## src/rtl/rev_pkg.sv

```systemverilog
// rev_pkg: shared history-op encoding and default sizes for the reversible register family
package rev_pkg;
  typedef enum logic [1:0] {OP_NONE, OP_WR, OP_UNDO} hist_op_e;
  localparam int DEF_WIDTH = 8;
  localparam int DEF_DEPTH = 4;
endpackage

```

## src/rtl/rev_hist_reg_if.sv

```systemverilog
// rev_hist_reg_if: request/response bundle of rev_hist_reg; master drives wr_e/undo_e/data_in, slave drives the rest
interface rev_hist_reg_if import rev_pkg::*; #(parameter int WIDTH = DEF_WIDTH, parameter int DEPTH = DEF_DEPTH);
  localparam int CW = $clog2(DEPTH + 1);
  logic             wr_e;
  logic             undo_e;
  logic [WIDTH-1:0] data_in;
  logic [WIDTH-1:0] data_out;
  logic [CW-1:0]    hist_cnt;
  logic             hist_empty;
  logic             hist_full;
  logic             wr_err;
  logic             undo_err;
  modport master (output wr_e, undo_e, data_in, input data_out, hist_cnt, hist_empty, hist_full, wr_err, undo_err);
  modport slave (input wr_e, undo_e, data_in, output data_out, hist_cnt, hist_empty, hist_full, wr_err, undo_err);
endinterface

```

## src/rtl/rev_hist_lifo.sv

```systemverilog
// rev_hist_lifo: DEPTH-entry history stack (ports: clk, clr_n, i_op, i_din -> o_dout top entry, o_cnt, o_full, o_empty)
module rev_hist_lifo import rev_pkg::*; #(
  parameter int WIDTH = DEF_WIDTH,
  parameter int DEPTH = DEF_DEPTH,
  localparam int CW = $clog2(DEPTH + 1),
  localparam int PW = $clog2(DEPTH)
) (
  input  logic             clk,
  input  logic             clr_n,
  input  hist_op_e         i_op,
  input  logic [WIDTH-1:0] i_din,
  output logic [WIDTH-1:0] o_dout,
  output logic [CW-1:0]    o_cnt,
  output logic             o_full,
  output logic             o_empty
);
  logic [WIDTH-1:0] r_mem [DEPTH];
  logic [PW-1:0]    r_top;
  logic [CW-1:0]    r_cnt;
  logic [PW-1:0]    w_inc;
  logic [PW-1:0]    w_dec;
  // explicit wrap compares: DEPTH need not be a power of two
  assign w_inc   = (r_top == PW'(DEPTH - 1)) ? '0 : r_top + 1'b1;
  assign w_dec   = (r_top == '0) ? PW'(DEPTH - 1) : r_top - 1'b1;
  assign o_dout  = r_mem[w_dec];
  assign o_cnt   = r_cnt;
  assign o_full  = r_cnt == CW'(DEPTH);
  assign o_empty = r_cnt == '0;
  always_ff @(posedge clk or negedge clr_n)
    if (!clr_n) begin
      r_top <= '0;
      r_cnt <= '0;
    end else if (i_op == OP_WR) begin
      r_top <= w_inc;
      r_cnt <= o_full ? r_cnt : r_cnt + 1'b1;
    end else if (i_op == OP_UNDO) begin
      r_top <= w_dec;
      r_cnt <= r_cnt - 1'b1;
    end
  // storage survives reset; it is meaningless while the count is zero
  always_ff @(posedge clk)
    if (i_op == OP_WR) r_mem[r_top] <= i_din;
endmodule

```

## src/rtl/rev_hist_reg.sv

```systemverilog
// rev_hist_reg: WIDTH-bit register with DEPTH-entry undo history (ports: clk, clr_n, bus slave; define REV_HIST_WRAP_EN to let writes overwrite the oldest entry when full)
module rev_hist_reg import rev_pkg::*; #(
  parameter int               WIDTH   = DEF_WIDTH,
  parameter int               DEPTH   = DEF_DEPTH,
  parameter logic [WIDTH-1:0] RST_VAL = '0
) (
  input logic         clk,
  input logic         clr_n,
  rev_hist_reg_if.slave bus
);
  localparam int CW = $clog2(DEPTH + 1);
`ifdef REV_HIST_WRAP_EN
  localparam logic WRAP = 1'b1;
`else
  localparam logic WRAP = 1'b0;
`endif
  logic [WIDTH-1:0] r_data;
  logic             r_wr_err;
  logic             r_undo_err;
  logic             w_do_undo;
  logic             w_do_wr;
  hist_op_e         w_op;
  logic [WIDTH-1:0] w_top_val;
  logic [CW-1:0]    w_cnt;
  logic             w_full;
  logic             w_empty;
  // undo wins over a simultaneous write
  always_comb begin
    w_do_undo = bus.undo_e && !w_empty;
    w_do_wr   = bus.wr_e && !bus.undo_e && (!w_full || WRAP);
    w_op      = w_do_undo ? OP_UNDO : w_do_wr ? OP_WR : OP_NONE;
  end
  rev_hist_lifo #(.WIDTH(WIDTH), .DEPTH(DEPTH)) u_lifo (
    .clk(clk), .clr_n(clr_n), .i_op(w_op), .i_din(r_data),
    .o_dout(w_top_val), .o_cnt(w_cnt), .o_full(w_full), .o_empty(w_empty)
  );
  always_ff @(posedge clk or negedge clr_n)
    if (!clr_n) begin
      r_data     <= RST_VAL;
      r_wr_err   <= 1'b0;
      r_undo_err <= 1'b0;
    end else begin
      r_data     <= w_do_undo ? w_top_val : w_do_wr ? bus.data_in : r_data;
      r_wr_err   <= bus.wr_e && (bus.undo_e || (w_full && !WRAP));
      r_undo_err <= bus.undo_e && w_empty;
    end
  assign bus.data_out   = r_data;
  assign bus.hist_cnt   = w_cnt;
  assign bus.hist_empty = w_empty;
  assign bus.hist_full  = w_full;
  assign bus.wr_err     = r_wr_err;
  assign bus.undo_err   = r_undo_err;
endmodule
```

## src/flat_wrapper.sv

```systemverilog
// flat-port wrapper written by rule: the top's interface ports become plain ports
module rev_hist_reg_flat import rev_pkg::*;
#(
  parameter int               WIDTH   = DEF_WIDTH,
  parameter int               DEPTH   = DEF_DEPTH,
  parameter logic [WIDTH-1:0] RST_VAL = '0
)
  (clk, clr_n, bus_wr_e, bus_undo_e, bus_data_in, bus_data_out, bus_hist_cnt, bus_hist_empty, bus_hist_full, bus_wr_err, bus_undo_err);
  rev_hist_reg_if #(.WIDTH(WIDTH), .DEPTH(DEPTH)) bus_i ();
  input logic clk;
  input logic clr_n;
  input wire logic [$bits(bus_i.wr_e)-1:0] bus_wr_e;
  input wire logic [$bits(bus_i.undo_e)-1:0] bus_undo_e;
  input wire logic [$bits(bus_i.data_in)-1:0] bus_data_in;
  output wire logic [$bits(bus_i.data_out)-1:0] bus_data_out;
  output wire logic [$bits(bus_i.hist_cnt)-1:0] bus_hist_cnt;
  output wire logic [$bits(bus_i.hist_empty)-1:0] bus_hist_empty;
  output wire logic [$bits(bus_i.hist_full)-1:0] bus_hist_full;
  output wire logic [$bits(bus_i.wr_err)-1:0] bus_wr_err;
  output wire logic [$bits(bus_i.undo_err)-1:0] bus_undo_err;
  assign bus_i.wr_e = bus_wr_e;
  assign bus_i.undo_e = bus_undo_e;
  assign bus_i.data_in = bus_data_in;
  assign bus_data_out = bus_i.data_out;
  assign bus_hist_cnt = bus_i.hist_cnt;
  assign bus_hist_empty = bus_i.hist_empty;
  assign bus_hist_full = bus_i.hist_full;
  assign bus_wr_err = bus_i.wr_err;
  assign bus_undo_err = bus_i.undo_err;
  rev_hist_reg #(.WIDTH(WIDTH), .DEPTH(DEPTH), .RST_VAL(RST_VAL)) u_core (.clk(clk), .clr_n(clr_n), .bus(bus_i));
endmodule
```

## config.mk

```make
export PLATFORM = sky130hd
export DESIGN_NAME = rev_hist_reg_flat
export DESIGN_NICKNAME = d
export VERILOG_FILES = /design/src/rtl/rev_pkg.sv /design/src/rtl/rev_hist_reg_if.sv /design/src/rtl/rev_hist_lifo.sv /design/src/rtl/rev_hist_reg.sv /design/src/flat_wrapper.sv
export SDC_FILE = /design/constraint.sdc
export NUM_CORES = 1
export LEC_CHECK = 0
export ABC_CLOCK_PERIOD_IN_PS = 3200
export BUFFER_PORTS_ARGS = -buffer_cell sky130_fd_sc_hd__buf_2
export CAP_MARGIN = 25
export CORE_MARGIN = 1.5
export CORE_UTILIZATION = 34
export CTS_BUF_LIST = sky130_fd_sc_hd__clkbuf_4 sky130_fd_sc_hd__clkbuf_8 sky130_fd_sc_hd__clkbuf_16
export DETAILED_ROUTE_END_ITERATION = 16
export PLACE_DENSITY_LB_ADDON = 0.05
export SETUP_SLACK_MARGIN = 0.4
export SYNTH_ARGS = -nofsm -noshare
export SYNTH_HDL_FRONTEND = slang
export SYNTH_HIERARCHICAL = 1
export SYNTH_SLANG_ARGS = --single-unit
```

## constraint.sdc

```tcl
create_clock -name clk -period 3.2 [get_ports clk]
set_input_delay 0.32 -clock clk [delete_from_list [all_inputs] [get_ports clk]]
set_output_delay 0.32 -clock clk [all_outputs]
set_load 0.02 [all_outputs]
```

## Word level (Yosys, flattened, before mapping)

Memories as Yosys holds them, arrays and structs flattened.
Index checks and enable logic that the tools add are counted.

- Register bits after elaboration: 15
- Memory bits (writable): 32
- Input bits: 12
- Word-level logic and storage cells: 42
- Memories kept: 1

- $add $sub $neg: 4
- Equal/unequal tests: 5
- Muxes and demuxes: 13
- Reductions and logical operators: 14

Memory list:

| name | words | bits a word | read ports | clocked after Yosys merged registers in | write ports | RTL line | RTL |
|---|---|---|---|---|---|---|---|
| u_core.u_lifo.r_mem | 4 | 8 | 1 | 0 | 1 | rev_hist_lifo.sv:17 | `logic [WIDTH-1:0] r_mem [DEPTH];` |

Operators with widths:

| cell | count |
|---|---|
| 2-to-1 mux 8 bit | 2 |
| 2-to-1 mux 2 bit | 5 |
| 2-to-1 mux 3 bit | 3 |
| logical AND 1 bit | 5 |
| == test 2 bit (second input constant) | 2 |
| nonzero test 2 bit | 2 |
| adder 3 x 1 -> 3 bit (second input constant) | 1 |
| == test 3 bit (second input constant) | 1 |
| logical NOT 1 bit | 3 |
| logical NOT 3 bit | 1 |
| 2-to-1 mux 1 bit | 3 |
| subtractor 3 x 1 -> 3 bit (second input constant) | 1 |
| adder 2 x 1 -> 2 bit (second input constant) | 1 |
| == test 2 x 1 -> 1 bit (second input constant) | 1 |
| logical NOT 2 bit | 1 |
| != test 2 bit (second input constant) | 1 |
| AND reduction 2 bit | 1 |
| subtractor 2 x 1 -> 2 bit (second input constant) | 1 |
| logical OR 1 bit | 1 |

## Longest topological paths before layout

Gate-level depths: netlist (run 1).

- Depth after elaboration: 8
- Gate-level depth with buffers: 13
- Gate-level depth less buffers: 11

## By module

Netlist (run 1), hierarchy kept.

Modules (own cells, without submodules):

| module | times used | cells each | area an instance (µm²) | seq. area each (µm²) |
|---|---|---|---|---|
| rev_hist_lifo | 1 | 87 | 1,576.5 | 1,086.0 |
| rev_hist_reg | 1 | 54 | 605.6 | 250.2 |

## Worst setup path before layout (run 1)

Ideal clock, no wire load.

- Path kind: register to register
- Start: register u_core.u_lifo.r_cnt[0], in the netlist u_core/u_lifo/o_cnt[0]
- End: register u_core.u_lifo.r_cnt[2], in the netlist u_core/u_lifo/o_cnt[2]
- Arrival: 2,887 ps
- Slack: 183 ps
- Stages on the path, launching flop included: 14
- Clock period less this slack: 3,017 ps
- Cells stage by stage: dfrtp_1 nor3_1 clkbuf_1 nand2b_1 clkbuf_1 inv_2 inv_1 ha_1 xnor2_1 ha_1 inv_1 a211oi_1 a41oi_1 xnor2_1

- Elaborated cells between the ends (all ways): 18
- Classes of those cells: add/sub: 2; eq/ne: 4; mux: 5; reduce/logical: 7

RTL lines:

| item | RTL line | RTL |
|---|---|---|
| from (decl) | rev_hist_lifo.sv:19 | `logic [CW-1:0] r_cnt;` |
| from (signal assigned) | rev_hist_lifo.sv:35 | `r_cnt <= o_full ? r_cnt : r_cnt + 1'b1;` |
| from (signal assigned) | rev_hist_lifo.sv:38 | `r_cnt <= r_cnt - 1'b1;` |
| logical NOT 3 bit (*) | rev_hist_lifo.sv:28 | `assign o_empty = r_cnt == '0;` |
| net bus_hist_empty | flat_wrapper.sv:17 | `output wire logic [$bits(bus_i.hist_empty)-1:0] bus_hist_empty;` |
| logical NOT 1 bit (*) | rev_hist_reg.sv:29 | `w_do_undo = bus.undo_e && !w_empty;` |
| logical AND 1 bit (*) | rev_hist_reg.sv:29 |  |
| net u_core.w_do_undo | rev_hist_reg.sv:20 | `logic w_do_undo;` |
| 2-to-1 mux 2 bit (*) | rev_hist_reg.sv:31 | `w_op = w_do_undo ? OP_UNDO : w_do_wr ? OP_WR : OP_NONE;` |
| == test 2 x 1 -> 1 bit or == test 2 bit (tied branches) | rev_hist_lifo.sv:33, rev_hist_lifo.sv:36 |  |
| != test 2 bit (no line) or nonzero test 2 bit (tied branches) | - |  |
| AND reduction 2 bit (no line) | - |  |

The timed path passes the listed nets; every way through them passes the cells marked *. The select of a mux whose other input is x is not followed.
A chain may end at the register's enable or synchronous reset.

## Worst setup path in the final report (run 1)

- Start: register u_core.u_lifo.r_cnt[2], in the netlist u_core/u_lifo/o_cnt[2]
- End: memory u_core/u_lifo/r_mem[2][0] (netlist name) (enable)

- Longest elaborated chain between the ends: 8
- Elaborated cells between the ends (all ways): 11
- Classes of those cells: eq/ne: 2; mux: 4; reduce/logical: 5

RTL lines:

| item | RTL line | RTL |
|---|---|---|
| == test 3 bit | rev_hist_lifo.sv:27 | `assign o_full = r_cnt == CW'(DEPTH);` |
| logical NOT 1 bit | rev_hist_reg.sv:30 | `w_do_wr = bus.wr_e && !bus.undo_e && (!w_full \|\| WRAP);` |
| logical AND 1 bit | rev_hist_reg.sv:30 |  |
| 2-to-1 mux 1 bit | rev_hist_reg.sv:31 |  |
| 2-to-1 mux 2 bit (*) | rev_hist_reg.sv:31 |  |
| net u_core.w_op[0] | rev_hist_reg.sv:22 | `hist_op_e w_op;` |
| == test 2 x 1 -> 1 bit (*) | rev_hist_lifo.sv:42 | `if (i_op == OP_WR) r_mem[r_top] <= i_din;` |
| 2-to-1 mux 1 bit (*) | rev_hist_lifo.sv:42 |  |
| 2-to-1 mux 1 bit (implied by the code) (*) | rev_hist_lifo.sv:42 |  |
| to (decl) | rev_hist_lifo.sv:17 |  |

The timed path passes the listed nets; every way through them passes the cells marked *.

==> results.toml, run 1 <==
[clocking]
cts_tree = "built"
ctsResizeCount = 0
numClockSinks = 47
clk_pin_slew_worst_paths_ps = 90
clockBufferDepth = 2
clk-insertion-delay-late_ps = 290
h-tree-depth = 2
cts_made_buffers = 5
clock_root_buffer_master = "clkbuf_8"

[finish]
fillers = 597
area.sequential_um2 = 1336
post-route-util_pct = 39.65
finalInstanceArea_um2 = 2489
fin_nets = 189
syn_to_final_growth_pct = 14.05
multi_input_area_um2 = 742.0
final_cell_count_no_fill = 247
drive_gt1_share_pct = 34.12
antennaDiodeCount = 0

[sta]
setup_viol = 0
clock-skew-final_ps = 10.22
fin_tns_setup_ps = 0
rsz0062_at_grt = "false"
worst-slew-pin-transition_ps = 589.3
timing.final.crit_share_pct = 78.25
number_of_hold_violations_in_the_final_report = 0
final_max_slew_viol_count = 0
maxClockFrequency_mhz = 399.4
final_critical_path_setup_slack_ps = 695.9
max-slew-margin-rel_pct = 60.71
finalCriticalPeriod_ps = 2504

[synthesis]
ys_top_cells_by_area = "edfxtp_1 (44%), dfrtp_1 (17%), mux4_2 (7.2%), nor4b_2 (5.5%), ha_1 (4.6%)"
post-synth-top-count-cell = "edfxtp_1"
netlist.top_cell.by_area = "edfxtp_1"
postSynth.topFlopCell = "edfxtp_1"
synth.top_cell.area_share_pct = 44.04
ys_seq_area_share_pct = 61.24
synth_cell_type_count = 30
post_synth_edffs = 32
synth_fp_nets = 161
summed_instance_area_of_the_synthesized_netlist_um2 = 2182
synthTopCellsByCount = "edfxtp_1 (32), dfrtp_1 (15), inv_1 (14)"
postSynthAreaPerCell_um2 = 15.48
async_flop_share_pct = 31.91
ys_seq_elements = 47
yosys_warnings = 6
postSynthCellCount = 141

[global_routing]
grt_first_pass_wirelength_mm = 7.590
groute.usage.overall_pct = 14.58
grt_max_degree = 21
overflow = 0
antenna_found_initial = 0
via_count_of_the_first_global_routing_pass = 1360

[floorplanning]
design.die.area_um2 = 6907
chipHeight_um = 83.11
ioPinCount = 27
design.core.area_um2 = 6277
placement_rows = 29
floorplan.initialDensity_pct = 34.76
die_w_um = 83.11

[pwr]
power_density_nw_per_um2 = 912.0
power_switching_uw = 859.9
clkPwrFrac_pct = 16.5
combinationalPowerShare_pct = 40.3
cellLeakagePower_uw = 0.0009470
worst_ir_drop_vdd_mv = 0.5165
internal_power_uw = 1410
share_seq_of_total_power_pct = 43.3
sw_share_pct = 37.89

[place]
io_buffer_count = 26
post-place-ws_ps = 686.0
dpl.cell_count = 238
place_hpwl_mm = 3.190
place_congestion = 0.7636
place_area_um2 = 2380

[drt]
totalWireLength_mm = 4.748
initialDrtViolationCount = 106
via_per_inst = 5.049
detailedRoute.firstPassIterationCount = 4
drc_violations_left = 0
vias = 1247
post_drt_wl_per_cell_um = 19.22
final_antenna_net_count = 0

[worst_setup_path]
timing.critical_path.cells = "nor3b_2, or3b_1, inv_2, ha_1, and2_1"
worstSetupStartpointType = "register"
crit_slowest_cell = "and2_1"
cp_data_arrival_time_ps = 2430
timing.setup.critical_path_class = "reg -> reg"
endpoint_kind = "register"
critPathBufInv = 1
critical-path-max-stage-delay_ps = 550
critical_path.top_delay_family = "simple AND/OR/NAND/NOR gates"
crit_path_max_fanout = 9
rrSetupSlack_ps = 700
timing.critical_path.required_ps = 3130

[job]
max_cap_violations = 0

[outcome]
result_of_the_run = "complete, no violations"

[hold_path]
hp-class = "in -> reg"
[layer usage]
layer	up-vias	share of wire (%)	GRT usage [%]
met2	32	47	22.91
met5	-	0	0
met3	10	4.1	3.579
met4	0	3.0	5.606
li1	581	-	-
met1	624	45	19.59
[layout make-up]
type	instances	area share, %
clock inverter	1	0.3519
timing repair buffer	29	6.234
sequential	47	53.70
multi-input combinational	70	29.81
clock buffer	7	3.620
inverter	16	2.413
tap	77	3.871
[what timing repair did]
item | CTS | global route
hold endpoints to repair | 15 | 0
setup buffers | 0 | 0
hold buffers | 1 | 0
[state kept, by name (all words and copies together) (netlist names)]
register	count
u_core/bus.data_out	8
u_core/u_lifo/r_mem	32
u_core/u_lifo/o_cnt	3
u_core/bus.undo_err	1
u_core/bus.wr_err	1
u_core/u_lifo/r_top	2
[kinds of logic after synthesis]
group	share of synthesized area (%)
compound gates	6.193
simple gates	12.90
flops	61.24
buf+inv	5.275
fa+ha+maj	4.587
mux	8.199
xor+xnor	1.606
[worst paths after layout]
check                                                         from                             endpoint  depth (start not counted)
worst max-delay path            u_core/u_lifo/o_cnt[2]$_DFFE_PN0P_  u_core/u_lifo/r_mem[2][0]$_DFFE_PP_                          5
worst min-delay path                                      bus_wr_e          u_core/bus.wr_err$_DFF_PN0_                          2
worst max register to register  u_core/u_lifo/o_cnt[2]$_DFFE_PN0P_  u_core/u_lifo/r_mem[2][0]$_DFFE_PP_                          5
worst min register to register  u_core/bus.data_out[5]$_DFFE_PN0P_  u_core/u_lifo/r_mem[0][5]$_DFFE_PP_                          0
max in group asynchronous                                    clr_n   u_core/bus.data_out[5]$_DFFE_PN0P_                          2
min in group asynchronous                                    clr_n          u_core/bus.wr_err$_DFF_PN0_                          2
[power groups by stage]
stage	sequential [µW]	clock (µW)	combinational (µW)
after floorplan	1060	0	586
after global placement	984	0	930
after detailed placement	998	0	930
after CTS	985	386	937
after global routing	1010	412	1010
final	982	374	914
[cells in the final DEF (no fill, tap or decap), types with 2 or more instances in the layout]
master	count
ha_1	8
inv_2	2
nand2_1	3
a311oi_1	8
buf_4	2
buf_2	26
inv_1	14
edfxtp_1	32
nor3b_1	8
a21oi_1	3
nand2b_1	2
xnor2_1	3
o21ai_0	2
mux4_2	7
a211oi_1	2
clkbuf_8	6
dfrtp_1	15
and2_1	5
nor4b_2	8
[stage by stage]
step                      total power [µW]  hold slack [ps]
after global routing                  2428            329.5
after global placement                1914            267.9
after detailed placement              1928            275.4
after CTS                             2308            325.2
final                                 2270            326.5
after floorplan                       1641            24.41
Note: power is estimated with default switching activity, not from simulation.
==> run 2, diff against run 1 <==
--- a/config.mk
+++ b/config.mk
@@ -5,7 +5,7 @@
 export SDC_FILE = /design/constraint.sdc
 export NUM_CORES = 1
 export LEC_CHECK = 0
-export ABC_CLOCK_PERIOD_IN_PS = 3200
+export ABC_CLOCK_PERIOD_IN_PS = 2250
 export BUFFER_PORTS_ARGS = -buffer_cell sky130_fd_sc_hd__buf_2
 export CAP_MARGIN = 25
 export CORE_MARGIN = 1.5
==> constraint.sdc (replaced) <==
create_clock -name clk -period 2.25 [get_ports clk]
set_input_delay 0.225 -clock clk [delete_from_list [all_inputs] [get_ports clk]]
set_output_delay 0.225 -clock clk [all_outputs]
set_load 0.02 [all_outputs]
==> results.toml, run 2 (synthesized netlist as in run 1, its figures left out) <==
[worst_setup_path]
worst_flop_to_flop_path_endpoint = "u_core/u_lifo/o_cnt[2]$_DFFE_PN0P_"
worstSetupPathDepth = 10
cp-endpoint = "u_core/u_lifo/o_cnt[2]$_DFFE_PN0P_"
endpoint_kind = "register"
critical_path.top_delay_family = "simple AND/OR/NAND/NOR gates"
worstSetupStartpointType = "register"
crit_slowest_cell = "dfrtp_2"
rr_startpoint = "u_core/u_lifo/o_cnt[2]$_DFFE_PN0P_"
critical-path-max-stage-delay_ps = 420
crit_path_launch = "u_core/u_lifo/o_cnt[2]$_DFFE_PN0P_"
timing.critical_path.required_ps = 2440
crit_path_max_fanout = 3
cp_data_arrival_time_ps = 2200
reg2reg_depth = 10
timing.setup.critical_path_class = "reg -> reg"
timing.critical_path.cells = "nor3b_4, or3b_4, inv_4, ha_4, xnor2_2, ha_2, inv_2, a211oi_2, a41oi_1, xnor2_1"
rrSetupSlack_ps = 240
critPathBufInv = 2

[finish]
finalInstanceArea_um2 = 2790
top_register = "u_core/u_lifo/r_mem"
fin_nets = 205
antennaDiodeCount = 0
drive_gt1_share_pct = 53.76
mostFrequentLayoutCell = "edfxtp_1"
syn_to_final_growth_pct = 27.87
largest_register_ffs = 32
post-route-util_pct = 44.45
final_cell_mix = "edfxtp_1 (32), buf_2 (26), buf_4 (15)"

[drt]
totalWireLength_mm = 5.211
final_antenna_net_count = 0
post_drt_wl_per_cell_um = 19.81
vias = 1329
via_per_inst = 5.053
detailedRoute.firstPassIterationCount = 4
initialDrtViolationCount = 63
drc_violations_left = 0

[sta]
maxClockFrequency_mhz = 496.8
number_of_hold_violations_in_the_final_report = 0
setup_viol = 0
timing.final.crit_share_pct = 89.46
worst-slew-pin-transition_ps = 388.2
fin_tns_setup_ps = 0
final_critical_path_setup_slack_ps = 237.3
clock-skew-final_ps = 8.824
finalCriticalPeriod_ps = 2013
rsz0062_at_grt = "true"
final_max_slew_viol_count = 0
max-slew-margin-rel_pct = 74.12

[pwr]
power_switching_uw = 1367
share_seq_of_total_power_pct = 36.2
internal_power_uw = 2479
design_power_total_uw = 3846
sw_share_pct = 35.54
combinationalPowerShare_pct = 44.8
cellLeakagePower_uw = 0.001074
worst_ir_drop_vdd_mv = 1.046
clkPwrFrac_pct = 19.0
power_density_nw_per_um2 = 1378

[place]
place_hpwl_mm = 3.437
io_buffer_count = 26
place_congestion = 0.7705
place_area_um2 = 2490
post-place-ws_ps = 97.84

[global_routing]
antenna_found_initial = 0
grt_first_pass_wirelength_mm = 8.045
grt_max_degree = 16
overflow = 0
via_count_of_the_first_global_routing_pass = 1465
groute.usage.overall_pct = 15.77

[clocking]
cts_made_buffers = 5
cts_tree = "built"
numClockSinks = 47
h-tree-depth = 2
clk-insertion-delay-late_ps = 300
clk_pin_slew_worst_paths_ps = 90
clockBufferDepth = 2
clock_root_buffer_master = "clkbuf_8"

[hold_path]
hp-class = "in -> reg"

[floorplanning]
floorplan.initialDensity_pct = 34.76
design.die.area_um2 = 6907
chipHeight_um = 83.11
design.core.area_um2 = 6277
ioPinCount = 27
placement_rows = 29
die_w_um = 83.11

[outcome]
result_of_the_run = "complete, no violations"

[job]
max_cap_violations = 0
## run 2: changes by cell type in the layout (fill, tap and decap cells not counted), sizes merged
cell      delta
buf         +15
bufinv       +2
clkbuf       -1
clkinv       -1
clkinvlp     +1
## run 2: power groups by stage
stage                     registers [µW]  clock network [µW]  logic, µW
after floorplan                     1520                   0        898
after global placement              1410                   0       1460
after detailed placement            1430                   0       1470
after CTS                           1400                 748       1570
after global routing                1430                 776       1860
final                               1390                 731       1720
## run 2: worst reg2reg max path: cells and delay by family, from the launching register on
family	cells	cell delay (ps)
xor+xnor	2	250
buf+inv	2	120
fa+ha+maj	2	320
flops	1	420
simple gates	2	540
compound gates	2	240
## run 2: timing repair
item                                    4_1_cts  5_1_grt
buffers inserted                              5        4
hold buffers                                  1        0
pin swaps                                     3        3
cloned                                        0        1
endpoints found under the hold margin        15        0
endpoints found under the setup margin       41       42
gates resized for setup                       7        8
## run 2: routing by layer
layer / track usage (%) / up-vias / wire [µm]
li1: - / 613 / -
met3: 3.579 / 10 / 150
met2: 26.24 / 25 / 2617
met5: 0 / - / 0
met1: 20.29 / 681 / 2328
met4: 5.606 / 0 / 115
## run 2: how the worst min path moves through the flow
stage | startpoint | endpoint | slack (ps) | cells after the start
floorplan | clr_n | u_core/bus.data_out[0]$_DFFE_PN0P_ | -70 | 0
global placement | clr_n | u_core/bus.data_out[6]$_DFFE_PN0P_ | 170 | 1
detailed placement | clr_n | u_core/u_lifo/o_cnt[0]$_DFFE_PN0P_ | 170 | 1
CTS | bus_data_in[1] | u_core/bus.data_out[1]$_DFFE_PN0P_ | 280 | 3
global route | bus_data_in[2] | u_core/bus.data_out[2]$_DFFE_PN0P_ | 300 | 3
finish | bus_data_in[1] | u_core/bus.data_out[1]$_DFFE_PN0P_ | 280 | 3
## run 2: area by class of cell
class | count | area, µm²
tap | 77 | 96.34
timing repair buffer | 45 | 309.0
multi-input combinational | 70 | 845.8
fill | 578 | 3487
clock buffer | 5 | 68.82
clock inverter | 3 | 67.56
inverter | 16 | 62.56
sequential | 47 | 1340
## run 2: through the flow
stage	instances	hold WS, ps
6_report	263	276.8
4_1_cts	258	276.3
5_1_grt	263	299.2
3_5_place_dp	244	169.7
2_1_floorplan	141	-70.59
3_3_place_gp	244	167.4
==> run 3, diff against run 2 <==
--- a/config.mk
+++ b/config.mk
@@ -5,11 +5,11 @@
 export SDC_FILE = /design/constraint.sdc
 export NUM_CORES = 1
 export LEC_CHECK = 0
-export ABC_CLOCK_PERIOD_IN_PS = 2250
+export ABC_CLOCK_PERIOD_IN_PS = 1700
 export BUFFER_PORTS_ARGS = -buffer_cell sky130_fd_sc_hd__buf_2
 export CAP_MARGIN = 25
 export CORE_MARGIN = 1.5
-export CORE_UTILIZATION = 34
+export CORE_UTILIZATION = 25
 export CTS_BUF_LIST = sky130_fd_sc_hd__clkbuf_4 sky130_fd_sc_hd__clkbuf_8 sky130_fd_sc_hd__clkbuf_16
 export DETAILED_ROUTE_END_ITERATION = 16
 export PLACE_DENSITY_LB_ADDON = 0.05
@@ -18,3 +18,4 @@
 export SYNTH_HDL_FRONTEND = slang
 export SYNTH_HIERARCHICAL = 1
 export SYNTH_SLANG_ARGS = --single-unit
+export TNS_END_PERCENT = 50
==> constraint.sdc (replaced) <==
create_clock -name clk -period 1.7 [get_ports clk]
set_input_delay 0.17 -clock clk [delete_from_list [all_inputs] [get_ports clk]]
set_output_delay 0.17 -clock clk [all_outputs]
set_load 0.02 [all_outputs]
==> results.toml, run 3 (synthesized netlist as in run 1, its figures left out) <==
[outcome]
result_of_the_run = "complete, but fails checks"
failed_checks = "setup timing"

[finish]
antennaDiodeCount = 0
fin_nets = 215
top_register = "u_core/u_lifo/r_mem"
fillers = 840
drive_gt1_share_pct = 55.61
final_cell_mix = "edfxtp_1 (32), buf_2 (26), buf_4 (24)"
mostFrequentLayoutCell = "edfxtp_1"
finalInstanceArea_um2 = 2929
largest_register_ffs = 32
syn_to_final_growth_pct = 34.23

[worst_setup_path]
timing.critical_path.required_ps = 1880
endpoint_kind = "register"
crit_path_max_fanout = 3
cp_data_arrival_time_ps = 2190
timing.setup.critical_path_class = "reg -> reg"
worstSetupStartpointType = "register"

[sta]
rsz0062_at_grt = "true"
finalCriticalPeriod_ps = 2005
worst-slew-pin-transition_ps = 431.5
maxClockFrequency_mhz = 498.7
timing.final.crit_share_pct = 117.9
max-slew-margin-rel_pct = 71.23
setup_viol = 44
number_of_hold_violations_in_the_final_report = 0
final_critical_path_setup_slack_ps = -305.1
clock-skew-final_ps = 6.054
final_max_slew_viol_count = 0

[drt]
via_per_inst = 4.545
totalWireLength_mm = 5.437
post_drt_wl_per_cell_um = 18.06
initialDrtViolationCount = 53
final_antenna_net_count = 0
detailedRoute.firstPassIterationCount = 4
vias = 1368
drc_violations_left = 0

[place]
place_hpwl_mm = 3.741
place_congestion = 0.7913
io_buffer_count = 26
post-place-ws_ps = -345.9
place_area_um2 = 2698

[pwr]
cellLeakagePower_uw = 0.001132
power_density_nw_per_um2 = 1774
worst_ir_drop_vdd_mv = 0.8763

[global_routing]
antenna_found_initial = 0
grt_max_degree = 19
grt_first_pass_wirelength_mm = 8.376
overflow = 0
groute.usage.overall_pct = 12.88
via_count_of_the_first_global_routing_pass = 1478

[clocking]
clk_pin_slew_worst_paths_ps = 90
cts_made_buffers = 5
cts_tree = "built"
h-tree-depth = 2
clockBufferDepth = 2
clock_root_buffer_master = "clkbuf_8"
numClockSinks = 47
clk-insertion-delay-late_ps = 290

[floorplanning]
design.core.area_um2 = 8341
placement_rows = 33
die_w_um = 96.43
design.die.area_um2 = 9298
chipHeight_um = 96.43
ioPinCount = 27
floorplan.initialDensity_pct = 26.16

[hold_path]
hp-class = "in -> reg"

[job]
max_cap_violations = 0
run 3: path summary, 6_finish.rpt:
check                      depth (start not counted)  slack, ps                                   to                               start
max                                               10       -310   u_core/u_lifo/o_cnt[2]$_DFFE_PN0P_  u_core/u_lifo/o_cnt[2]$_DFFE_PN0P_
min                                                2        160          u_core/bus.wr_err$_DFF_PN0_                            bus_wr_e
max reg2reg                                       10       -310   u_core/u_lifo/o_cnt[2]$_DFFE_PN0P_  u_core/u_lifo/o_cnt[2]$_DFFE_PN0P_
min reg2reg                                        0        560  u_core/u_lifo/r_mem[2][4]$_DFFE_PP_  u_core/bus.data_out[4]$_DFFE_PN0P_
max in group asynchronous                          2       1040   u_core/u_lifo/o_cnt[2]$_DFFE_PN0P_                               clr_n
min in group asynchronous                          2        330   u_core/bus.data_out[1]$_DFFE_PN0P_                               clr_n
run 3: repair_timing:
item	CTS	global route
setup endpoints to repair	47	47
hold endpoints to repair	15	0
setup buffers	0	1
pin swaps	5	0
resized for setup	12	3
hold buffers	1	0
run 3: stage by stage:
| step | util (%) | hold slack (ps) | power, µW | setup TNS (ps) | std cells |
|---|---|---|---|---|---|
| floorplan | - | -125.6 | 3187 | -17370 | 141 |
| global placement | 32.34 | 128.2 | 4100 | -8613 | 291 |
| detailed placement | 32.34 | 138.1 | 4133 | -9140 | 291 |
| CTS | 34.83 | 145.0 | 5240 | -7271 | 300 |
| global route | 35.12 | 144.4 | 5561 | -10080 | 301 |
| finish | 35.12 | 159.7 | 5196 | -5909 | 301 |
run 3: worst max-delay path: stages (launching register included):
cell and delay (ps):
dfrtp_2 410, nor3b_4 150, or3b_4 390, inv_4 80, ha_4 140, xnor2_2 110, ha_2 200, inv_2 40
a211oi_2 160, a41oi_1 70, xnor2_1 150
run 3: per-layer routing:
metal  GRT usage, %  vias to the layer above  wire, µm
met5              0                        -         0
met4          3.261                        0        64
met3          2.817                        5       248
met2          21.48                       33      2617
met1          17.01                      695      2506
li1               -                      635         -
run 3: power by group:
group	switching (µW)	internal, µW
sequential	220	1590
combinational	1210	1200
clock	371	604
run 3: area by class of cell:
type,count,area [µm²],share of cell area [%]
Sequential cell,47,1340,45.75
Clock buffer,6,76.32,2.606
Clock inverter,2,60.06,2.050
Timing Repair Buffer,55,400.4,13.67
Tap cell,105,131.4,4.485
Inverter,16,62.56,2.136
Multi-Input combinational cell,70,858.3,29.30
